File: config.mk
export PLATFORM = sky130hd
export DESIGN_NAME = mem_ctrl
export DESIGN_NICKNAME = d
export VERILOG_FILES = /design/src/rtl/mem_ctrl.sv
export SDC_FILE = /design/constraint.sdc
export NUM_CORES = 1
export LEC_CHECK = 0
export CORE_MARGIN = 8
export CORE_UTILIZATION = 55
export CTS_BUF_LIST = sky130_fd_sc_hd__clkbuf_4
export DETAILED_ROUTE_END_ITERATION = 12
export GPL_TIMING_DRIVEN = 1
export PLACE_DENSITY_LB_ADDON = 0.05
export SYNTH_ARGS = -nofsm -noshare
export SYNTH_HDL_FRONTEND = slang
export SYNTH_SLANG_ARGS = --single-unit
File: constraint.sdc
create_clock -name clk -period 2.9 [get_ports clk]
set_input_delay 0.58 -clock clk [delete_from_list [all_inputs] [get_ports clk]]
set_output_delay 0.58 -clock clk [all_outputs]
set_load 0.05 [all_outputs]
File: src/rtl/mem_ctrl.sv
// Memory access controller: buffers CPU requests in a small FIFO and holds each
// one on the RAM port for WAIT_CYCLES clocks so the slower RAM clock can sample it.
//
// state  | meaning
// IDLE   | mem_en low; pops the FIFO head when one is available
// ACCESS | mem_en high; request held on the RAM port until the timer expires
module mem_ctrl #(
    parameter int ADDR_W      = 4,
    parameter int DATA_W      = 16,
    parameter int WAIT_CYCLES = 4,
    parameter int FIFO_DEPTH  = 2
) (
    input  logic              clk,
    input  logic              rst_n,
    input  logic              req_valid,
    output logic              req_ready,
    input  logic              req_rw,
    input  logic [ADDR_W-1:0] req_addr,
    input  logic [DATA_W-1:0] req_wdata,
    output logic              rsp_valid,
    output logic [DATA_W-1:0] rsp_rdata,
    output logic              busy,
    output logic              mem_en,
    output logic              mem_rw,
    output logic [ADDR_W-1:0] mem_addr,
    output logic [DATA_W-1:0] mem_wdata,
    input  logic [DATA_W-1:0] mem_q
);

    localparam int PTR_W = (FIFO_DEPTH > 1) ? $clog2(FIFO_DEPTH) : 1;
    localparam int CNT_W = $clog2(FIFO_DEPTH + 1);
    localparam int ENT_W = 1 + ADDR_W + DATA_W;

    localparam logic [3:0]       WAIT_LOAD = 4'(WAIT_CYCLES - 1);
    localparam logic [CNT_W-1:0] FULL_CNT  = CNT_W'(FIFO_DEPTH);
    localparam logic [PTR_W-1:0] LAST_PTR  = PTR_W'(FIFO_DEPTH - 1);

    typedef enum logic {
        IDLE,
        ACCESS
    } state_t;

    logic [ENT_W-1:0] fifo_mem [FIFO_DEPTH];
    logic [PTR_W-1:0] wr_ptr;
    logic [PTR_W-1:0] rd_ptr;
    logic [CNT_W-1:0] fifo_cnt;
    logic             fifo_full;
    logic             fifo_empty;
    logic             push;
    logic             pop;

    logic              head_rw;
    logic [ADDR_W-1:0] head_addr;
    logic [DATA_W-1:0] head_wdata;

    state_t            state;
    state_t            state_nxt;
    logic [3:0]        timer;
    logic [3:0]        timer_nxt;
    logic              mem_en_nxt;
    logic              mem_rw_nxt;
    logic [ADDR_W-1:0] mem_addr_nxt;
    logic [DATA_W-1:0] mem_wdata_nxt;
    logic              rsp_valid_nxt;
    logic [DATA_W-1:0] rsp_rdata_nxt;

    function automatic logic [PTR_W-1:0] ptr_inc(input logic [PTR_W-1:0] p);
        return (p == LAST_PTR) ? '0 : p + 1'b1;
    endfunction

    assign fifo_full  = (fifo_cnt == FULL_CNT);
    assign fifo_empty = (fifo_cnt == '0);
    assign req_ready  = !fifo_full;
    assign push       = req_valid && !fifo_full;
    assign busy       = (state != IDLE) || !fifo_empty;

    assign {head_rw, head_addr, head_wdata} = fifo_mem[rd_ptr];

    // Storage carries no reset; validity is tracked entirely by fifo_cnt.
    always_ff @(posedge clk) begin
        if (push) begin
            fifo_mem[wr_ptr] <= {req_rw, req_addr, req_wdata};
        end
    end

    always_ff @(posedge clk or negedge rst_n) begin
        if (!rst_n) begin
            wr_ptr   <= '0;
            rd_ptr   <= '0;
            fifo_cnt <= '0;
        end else begin
            if (push) begin
                wr_ptr <= ptr_inc(wr_ptr);
            end
            if (pop) begin
                rd_ptr <= ptr_inc(rd_ptr);
            end
            unique case ({push, pop})
                2'b10:   fifo_cnt <= fifo_cnt + 1'b1;
                2'b01:   fifo_cnt <= fifo_cnt - 1'b1;
                default: fifo_cnt <= fifo_cnt;
            endcase
        end
    end

    always_comb begin
        state_nxt     = state;
        timer_nxt     = timer;
        mem_en_nxt    = mem_en;
        mem_rw_nxt    = mem_rw;
        mem_addr_nxt  = mem_addr;
        mem_wdata_nxt = mem_wdata;
        rsp_valid_nxt = 1'b0;
        rsp_rdata_nxt = rsp_rdata;
        pop           = 1'b0;

        unique case (state)
            IDLE: begin
                mem_en_nxt = 1'b0;
                if (!fifo_empty) begin
                    pop           = 1'b1;
                    mem_rw_nxt    = head_rw;
                    mem_addr_nxt  = head_addr;
                    mem_wdata_nxt = head_wdata;
                    timer_nxt     = WAIT_LOAD;
                    mem_en_nxt    = 1'b1;
                    state_nxt     = ACCESS;
                end
            end
            ACCESS: begin
                if (timer != 4'd0) begin
                    timer_nxt = timer - 4'd1;
                end else begin
                    // Terminal count: RAM has had WAIT_CYCLES clocks to settle Q.
                    mem_en_nxt = 1'b0;
                    state_nxt  = IDLE;
                    if (mem_rw) begin
                        rsp_rdata_nxt = mem_q;
                        rsp_valid_nxt = 1'b1;
                    end
                end
            end
            default: begin
                state_nxt  = IDLE;
                mem_en_nxt = 1'b0;
            end
        endcase
    end

    always_ff @(posedge clk or negedge rst_n) begin
        if (!rst_n) begin
            state     <= IDLE;
            timer     <= 4'd0;
            mem_en    <= 1'b0;
            mem_rw    <= 1'b1;
            mem_addr  <= '0;
            mem_wdata <= '0;
            rsp_valid <= 1'b0;
            rsp_rdata <= '0;
        end else begin
            state     <= state_nxt;
            timer     <= timer_nxt;
            mem_en    <= mem_en_nxt;
            mem_rw    <= mem_rw_nxt;
            mem_addr  <= mem_addr_nxt;
            mem_wdata <= mem_wdata_nxt;
            rsp_valid <= rsp_valid_nxt;
            rsp_rdata <= rsp_rdata_nxt;
        end
    end

endmodule

After elaboration in Yosys (flattened, before gate mapping)

Memory sizes are Yosys's and may differ from the RTL's. A register that Yosys moved wholly into a read port is not among the register bits.
Cells that the tools add are included.

Add/sub/neg operators: 5
Multiply operators: 0
Div/mod/pow operators: 0
$lt $le $gt $ge: 0
Eq/ne operators: 6
Shifts and indexed selects: 0
Multiplexer cells: 17
Bitwise gates (word level): 3
Reductions and logical operators: 11

Operator list:

| cell                | number |
|---|---|
| $mux 1              | 11 |
| $mux 4              | 2 |
| $pmux 4 s2          | 1 |
| $eq 2x2->1 const B  | 2 |
| $ne 2x2->1 const B  | 2 |
| $pmux 1 s2          | 2 |
| $pmux 2 s2          | 1 |
| $reduce_and 2->1    | 2 |
| $reduce_bool 4->1   | 1 |
| $sub 4x1->4 const B | 1 |
| $logic_not 1->1     | 3 |
| $not 1->1           | 3 |
| $reduce_and 3->1    | 1 |
| $add 1x1->1 const B | 2 |
| $add 2x1->2 const B | 1 |
| $eq 2x1->1 const B  | 1 |
| $logic_not 2->1     | 1 |
| $ne 2x1->1 const B  | 1 |
| $reduce_bool 2->1   | 1 |
| $sub 2x1->2 const B | 1 |
| $logic_and 1x1->1   | 1 |
| $logic_or 1x1->1    | 1 |

Bits in registers: 27
Bits in latches: 0
RAM bits: 42
Bits in read-only memories: 0
Input bits: 40
Output and inout port bits: 41
Word-level logic and storage cells: 51
Memories: 1

Memories:

| name     | depth | bits a word | rd ports | clocked after Yosys merged registers in | wr ports | RTL line | text |
|---|---|---|---|---|---|---|---|
| fifo_mem | 2     | 21          | 1        | 1                                       | 1        | 43       | `logic [ENT_W-1:0] fifo_mem [FIFO_DEPTH];` |

Logic depth before layout (Yosys ltp)

Gate-level depths: netlist of run 1.

Depth after elaboration: 5
Gate-level depth with buffers: 6

Worst setup path after synthesis of run 1

Ideal clock, no wire load.

Path kind: register -> register
From: register fifo_cnt[0]
To: memory fifo_mem[0][0] in the netlist's numbering, enable pin
Data arrival time: 1.999 ns
Required time: 2.501 ns
Path slack: 0.502 ns
Cell stages (with the launch flop): 4
Path buffers: 0
Cell sequence: dfrtp_1 -> nand2b_1 -> nand2_1 -> nor2_1

Cells in the longest elaborated chain, start to end: 5

Ends and longest elaborated chain:

| what                         | RTL line | text |
|---|---|---|
| from (decl)                  | 46       | `logic [CNT_W-1:0] fifo_cnt;` |
| from (signal assigned)       | 99       | `2'b10: fifo_cnt <= fifo_cnt + 1'b1;` |
| from (signal assigned)       | 100      | `2'b01: fifo_cnt <= fifo_cnt - 1'b1;` |
| from (signal assigned)       | 101      | `default: fifo_cnt <= fifo_cnt;` |
| $eq 2x2->1                   | 71       | `assign fifo_full = (fifo_cnt == FULL_CNT);` |
| $logic_not 1->1              | --       |  |
| net req_ready                | 16       | `output logic req_ready,` |
| $logic_and 1x1->1            | 74       | `assign push = req_valid && !fifo_full;` |
| $mux 1                       | 81       | `if (push) begin` |
| $mux 1 (not written as such) | 82       | `fifo_mem[wr_ptr] <= {req_rw, req_addr, req_wdata};` |
| to (decl)                    | 43       |  |

The timed path passes the listed nets, and every way through them passes these cells.

Worst setup path in the final report of run 1

From: register fifo_cnt[0]
To: output port busy

Cells in the longest elaborated chain, start to end: 3

Ends and longest elaborated chain:

| what             | RTL line | text |
|---|---|---|
| $logic_not 2->1  | 72       | `assign fifo_empty = (fifo_cnt == '0);` |
| $logic_not 1->1  | --       |  |
| $logic_or 1x1->1 | 75       | `assign busy = (state != IDLE) \|\| !fifo_empty;` |
| to (decl)        | 22       | `output logic busy,` |

No other way between the ends.

==> results_dict.tcl, run 1 <==
set metrics [dict create \
    outcome "complete, no violations" \
    synth_top_area_share_pct 37.5 \
    grt_usage_pct 15.2 \
    antenna_found_initial 0 \
    die-area_mm2 0.00887 \
    path_class "flop to output port" \
    finalCritPeriodShare_pct 89.0 \
    hp-class "input pin to asynchronous set/reset pin" \
    cts_hold_buf 0 \
    cts_root_buf "clkbuf_4" \
    timing.final.crit_period_ps 2580 \
    path_clk_slew_ps 140 \
    h-tree-depth 3 \
    finalSetupTns_ps 0 \
    clk_latency_ps 440 \
    critPathCaptureType "output port" \
    rr_startpoint "fifo_cnt[0]$_DFFE_PN0P_" \
    drt_wl_total_um 6230 \
    clock-sinks 90 \
    yosysTopAreaCell "edfxtp_1" \
    multi_input_area_um2 850 \
    cts_buffers 9 \
    hold_violations 0 \
    post_cts_buffers 0 \
    synth.net_count 253 \
    max-clock-path-buffers 2 \
    max_slew_margin_pct 43.3 \
    num_rows 28 \
    hpwl_um 4310 \
    drtIter0Drc 74 \
    die_w_um 94.2 \
    yosysWarnings 0 \
    syn2layout_area_growth_pct 30.6 \
    core-area_mm2 0.00592 \
    wl_per_cell_um 16.5 \
    dr.pass1.iters 4 \
    worstPathArrival_ps 2000 \
    drive_above_1_share_pct 14.2 \
    rsz0062_at_grt "no" \
    grt_pass1_vias 2108 \
    viasPerCell 5.13 \
    required_ps 2320 \
    worst_clock_skew_ps 13.9 \
    synth_cell_types 28 \
    regArea_mm2 0.00246 \
    num-nets-final 340 \
    rr_endpoint "fifo_cnt[1]$_DFFE_PN0P_" \
    die_y_um 94.2 \
    syn_area_mm2 0.00336 \
    drc_errors 0 \
    final_cell_mix "79 x clkdlybuf4s50_1, 47 x dfrtp_1, 42 x edfxtp_1" \
    rrSetupSlack_ps 710 \
    peakVddDrop_uv 796 \
    layout_commonest_cell "clkdlybuf4s50_1" \
    grt_first_pass_wirelength_um 10100 \
    fillers 394 \
    setup_viol 0 \
    cts_resized 0 \
    grt_max_degree 49 \
    final_area_mm2 0.00439 \
    p_leak_nw 1.81 \
    grt_overflow 0 \
    drv_cap 0 \
    max_freq_mhz 387 \
    ant_nets 0 \
    ios 81 \
    rr_worst_depth 5 \
    synthTopCellsByArea "edfxtp_1 37%, dfrtp_1 35%, mux2i_1 6.8%, mux2_4 4.0%, o21ai_0 3.1%" \
    syn_inst 211 \
    io_buffers 80 \
    dpl-instance-area_mm2 0.00425 \
    syn_area_per_cell_um2 15.9 \
    initial_core_util_pct 56.8 \
    ys_seq_elements 90 \
    cts_tree "built" \
    start_kind "flop" \
    worstMarginPinSlew_ps 848 \
    cp_max_fo 5 \
    diodes 0 \
    drv_slew 0 \
    vias 1940 \
    power_density_mw_per_mm2 1210 \
    gp_congestion 0.728 \
    seq_area_frac_synth_pct 73.3 \
]
==> logic make-up (layout without fill, tap and decap cells) <==
kind of cell               Yosys count  in the layout  share of synthesized area, %
AOI/OAI and AO/OA                   26             26                          4.13
xor gates and xnor gates             5              5                          1.30
adders and majority gates            2              2                         0.744
buffers and inverters               12            104                          1.90
DFF                                 90             90                          73.3
muxes                               39             39                          13.2
and+or+nand+nor                     37             37                          5.47
==> sequential cells by signal (all words and copies together) (netlist names), 2 cells and up <==
name and cells:
mem_wdata 16, timer 4, mem_addr 4, fifo_mem 42, rsp_rdata 16, fifo_cnt 2
==> routing by layer <==
metal / GRT usage (%) / wire, um / part of all wire [%] / vias to the layer above
met1: 17.1 / 2650 / 43 / 938
met5: 0 / 0 / 0 / -
met4: 9.51 / 157 / 2.5 / 0
met2: 24.8 / 3020 / 49 / 63
met3: 4.32 / 398 / 6.4 / 13
li1: - / - / - / 926
==> worst max path at each step <==
stage	start	slack, ps	endpoint	cells past startpoint
finish	fifo_cnt[0]$_DFFE_PN0P_	320	busy	2
global route	fifo_cnt[0]$_DFFE_PN0P_	250	busy	2
CTS	fifo_cnt[0]$_DFFE_PN0P_	290	busy	2
detailed placement	fifo_cnt[0]$_DFFE_PN0P_	730	fifo_cnt[1]$_DFFE_PN0P_	5
global placement	fifo_cnt[0]$_DFFE_PN0P_	790	fifo_cnt[1]$_DFFE_PN0P_	6
floorplan	fifo_cnt[0]$_DFFE_PN0P_	500	fifo_mem[0][0]$_DFFE_PP_	3
==> through the flow <==
| step | std cells | hold WS, ps | setup WS (ps) | power, mW | utilization, % |
|---|---|---|---|---|---|
| 2_1_floorplan | 211 | 284 | 502 | 3.83 | - |
| 3_3_place_gp | 362 | 461 | 791 | 4.63 | 71.7 |
| 3_5_place_dp | 362 | 470 | 728 | 4.69 | 71.7 |
| 4_1_cts | 378 | 235 | 290 | 5.38 | 74.2 |
| 5_1_grt | 378 | 264 | 250 | 5.60 | 74.2 |
| 6_report | 378 | 213 | 318 | 5.32 | 74.2 |
==> Yosys cell counts <==
cell type and count:
a21o_1 1, a21oi_1 2, a32oi_1 1, and2_2 1, and3_1 1, buf_12 1
buf_2 2, clkbuf_1 5, dfrtp_1 47, dfstp_2 1, edfxtp_1 42, ha_1 2
inv_1 4, mux2_2 7, mux2_4 9, mux2i_1 23, nand2_1 25, nand2b_1 1
nand4b_1 1, nor2_1 4, nor2_8 1, nor4b_1 1, o21ai_0 21, o21bai_1 1
or3_1 1, or3b_4 1, xnor2_1 4, xor2_1 1
==> critical path, stage by stage, from the launching register on <==
cell and delay, ps:
dfrtp_1 480, or3_1 390, clkdlybuf4s50_1 700
==> cell type report <==
class                   instances  share of cell area [%]
clock inverters                 7                    1.77
inverters                       4                   0.342
well taps                      75                    2.14
repair buffers                 84                    18.8
multi-input cells             109                    19.3
flip-flops and latches         90                    56.1
clock buffers                   9                    1.54
==> report_power, final <==
part           switching [mW]  internal (mW)  total [mW]
Clock                   0.422          0.269       0.690
Combinational            1.61          0.947        2.55
Sequential              0.252           1.82        2.08
Note: power is estimated with default switching activity, not from simulation.
==> inputs of run 2 (changes only) <==
--- a/config.mk
+++ b/config.mk
@@ -5,8 +5,9 @@
 export SDC_FILE = /design/constraint.sdc
 export NUM_CORES = 1
 export LEC_CHECK = 0
+export CAP_MARGIN = 5
 export CORE_MARGIN = 8
-export CORE_UTILIZATION = 55
+export CORE_UTILIZATION = 51
 export CTS_BUF_LIST = sky130_fd_sc_hd__clkbuf_4
 export DETAILED_ROUTE_END_ITERATION = 12
 export GPL_TIMING_DRIVEN = 1
==> constraint.sdc (replaced) <==
create_clock -name clk -period 2.5 [get_ports clk]
set_input_delay 0.5 -clock clk [delete_from_list [all_inputs] [get_ports clk]]
set_output_delay 0.5 -clock clk [all_outputs]
set_load 0.05 [all_outputs]
==> results_dict.tcl, run 2 (same netlist as run 1, synthesis figures left out) <==
set metrics [dict create \
    grt_overflow 0 \
    p_leak_nw 1.80 \
    cts_tree "built" \
    cts_root_buf "clkbuf_4" \
    syn2layout_area_growth_pct 30.9 \
    num_rows 29 \
    hpwl_um 4320 \
    drive_above_1_share_pct 14.7 \
    path_clk_slew_ps 140 \
    worstMarginPinSlew_ps 548 \
    hp-class "flop to flop" \
    biggestRegsByFlops "fifo_mem: 42 flops, mem_wdata: 16 flops, rsp_rdata: 16 flops" \
    critical-path-max-stage-delay_ps 810 \
    drv_slew 0 \
    startpoint "fifo_cnt[0]$_DFFE_PN0P_" \
    post-route-util_pct 69.3 \
    clock-sinks 90 \
    die-area_mm2 0.00945 \
    cp_top_family "buffers and inverters" \
    h-tree-depth 3 \
    die_y_um 97.2 \
    critPathBufInv 1 \
    finalCritPeriodShare_pct 94.8 \
    dr.pass1.iters 4 \
    wl_per_cell_um 16.1 \
    outcome "complete, no violations" \
    antenna_found_initial 0 \
    initial_core_util_pct 53.0 \
    fillers 459 \
    worst_clock_skew_ps 17.2 \
    max_freq_mhz 422 \
    largest_reg_flops 42 \
    regArea_mm2 0.00246 \
    drt_wl_total_um 6160 \
    viasPerCell 5.05 \
    num-nets-final 343 \
    max_slew_margin_pct 63.5 \
    hold_violations 0 \
    grt_pass1_vias 2016 \
    grt_max_degree 44 \
    core-area_mm2 0.00635 \
    required_ps 2000 \
    vias 1934 \
    io_buffers 80 \
    grt_usage_pct 13.7 \
    path_cells "nand2b_1 -> clkdlybuf4s50_1" \
    die_w_um 97.2 \
    drtIter0Drc 82 \
    rr_endpoint "rsp_rdata[4]$_DFFE_PN0P_" \
    clk_latency_ps 430 \
    multi_input_area_um2 842 \
    timing.final.crit_period_ps 2370 \
    rrSetupSlack_ps 540 \
    path_class "flop to output port" \
    drc_errors 0 \
    ios 81 \
    rsz0062_at_grt "no" \
    layout_commonest_cell "clkdlybuf4s50_1" \
    cts_buffers 9 \
    drv_cap 0 \
    grt_first_pass_wirelength_um 10200 \
    setup_viol 0 \
    critPathSlowestCell "clkdlybuf4s50_1" \
    ant_nets 0 \
    gp_congestion 0.746 \
    peakVddDrop_uv 848 \
    cp_max_fo 5 \
    diodes 0 \
    start_kind "flop" \
    post_cts_buffers 0 \
    rr_worst_depth 5 \
    finalSetupTns_ps 0 \
    rr_startpoint "timer[0]$_DFFE_PN0P_" \
    critPathCaptureType "output port" \
    path_depth 2 \
    regMostFlops "fifo_mem" \
    worstPathArrival_ps 1870 \
    crit_end "req_ready" \
    max-clock-path-buffers 2 \
    power_density_mw_per_mm2 1380 \
    final_cell_mix "78 x clkdlybuf4s50_1, 47 x dfrtp_1, 42 x edfxtp_1" \
]
## run 2: cell count changes in the layout (fill, tap and decap cells not counted), sizes merged
| cell | previous run | this run |
|---|---|---|
| buf | 5 | 7 |
| bufinv | 1 | 0 |
| clkbuf | 9 | 11 |
| clkdlybuf4s50 | 79 | 78 |
| clkinv | 4 | 1 |
| clkinvlp | 1 | 3 |
| dlygate4sd2 | 0 | 1 |
| dlygate4sd3 | 0 | 1 |
## run 2: report_power, final
group | internal, mW | switching (mW) | total (mW)
clock network | 0.232 | 0.471 | 0.703
registers | 2.11 | 0.302 | 2.42
logic | 1.12 | 1.85 | 2.97
total | 3.46 | 2.62 | 6.09
## run 2: timing repair
action / CTS / global route
endpoints found under the hold margin: 19 / 0
gates resized for setup: 1 / 0
hold buffers: 1 / 0
endpoints found under the setup margin: 1 / 0
## run 2: worst min path at each step
stage | startpoint | to | slack, ps | cells past startpoint
3_3_place_gp | mem_en$_DFFE_PN0P_ | mem_en$_DFFE_PN0P_ | 460 | 1
5_1_grt | mem_en$_DFFE_PN0P_ | mem_en$_DFFE_PN0P_ | 520 | 1
3_5_place_dp | mem_en$_DFFE_PN0P_ | mem_en$_DFFE_PN0P_ | 470 | 1
6_report | mem_wdata[10]$_DFFE_PN0P_ | mem_wdata[10]$_DFFE_PN0P_ | 490 | 2
4_1_cts | mem_en$_DFFE_PN0P_ | mem_en$_DFFE_PN0P_ | 500 | 1
2_1_floorplan | rst_n | fifo_cnt[0]$_DFFE_PN0P_ | 200 | 0
## run 2: area by class of cell
| cell class | instances | share of cell area, % |
|---|---|---|
| well taps | 77 | 2.19 |
| clock buffers | 11 | 1.88 |
| repair buffers | 87 | 19.6 |
| clock inverters | 5 | 0.910 |
| multi-input cells | 109 | 19.1 |
| flip-flops and latches | 90 | 56.0 |
| inverters | 4 | 0.341 |
## run 2: metal layers
metal	global-route usage (%)	share of wire (%)
met5	0	0
met3	4.41	6.3
met2	20.6	47
met1	17.1	45
met4	7.46	2.2
## run 2: through the flow
stage / instances / power (mW) / hold WS, ps / instance area (um^2) / setup WS [ps]
2_1_floorplan: 211 / 4.44 / 204 / 3360 / 102
3_3_place_gp: 366 / 5.39 / 459 / 4270 / 501
3_5_place_dp: 366 / 5.46 / 468 / 4270 / 493
4_1_cts: 383 / 6.16 / 499 / 4400 / 87.4
5_1_grt: 383 / 6.43 / 522 / 4400 / 38.9
6_report: 383 / 6.09 / 493 / 4400 / 129
## run 2: tightest hold or removal path, delay by kind of cell (launching register included)
kind	cells	cell delay [ps]
and+or+nand+nor	1	40
DFF	1	370
AOI/OAI and AO/OA	1	60
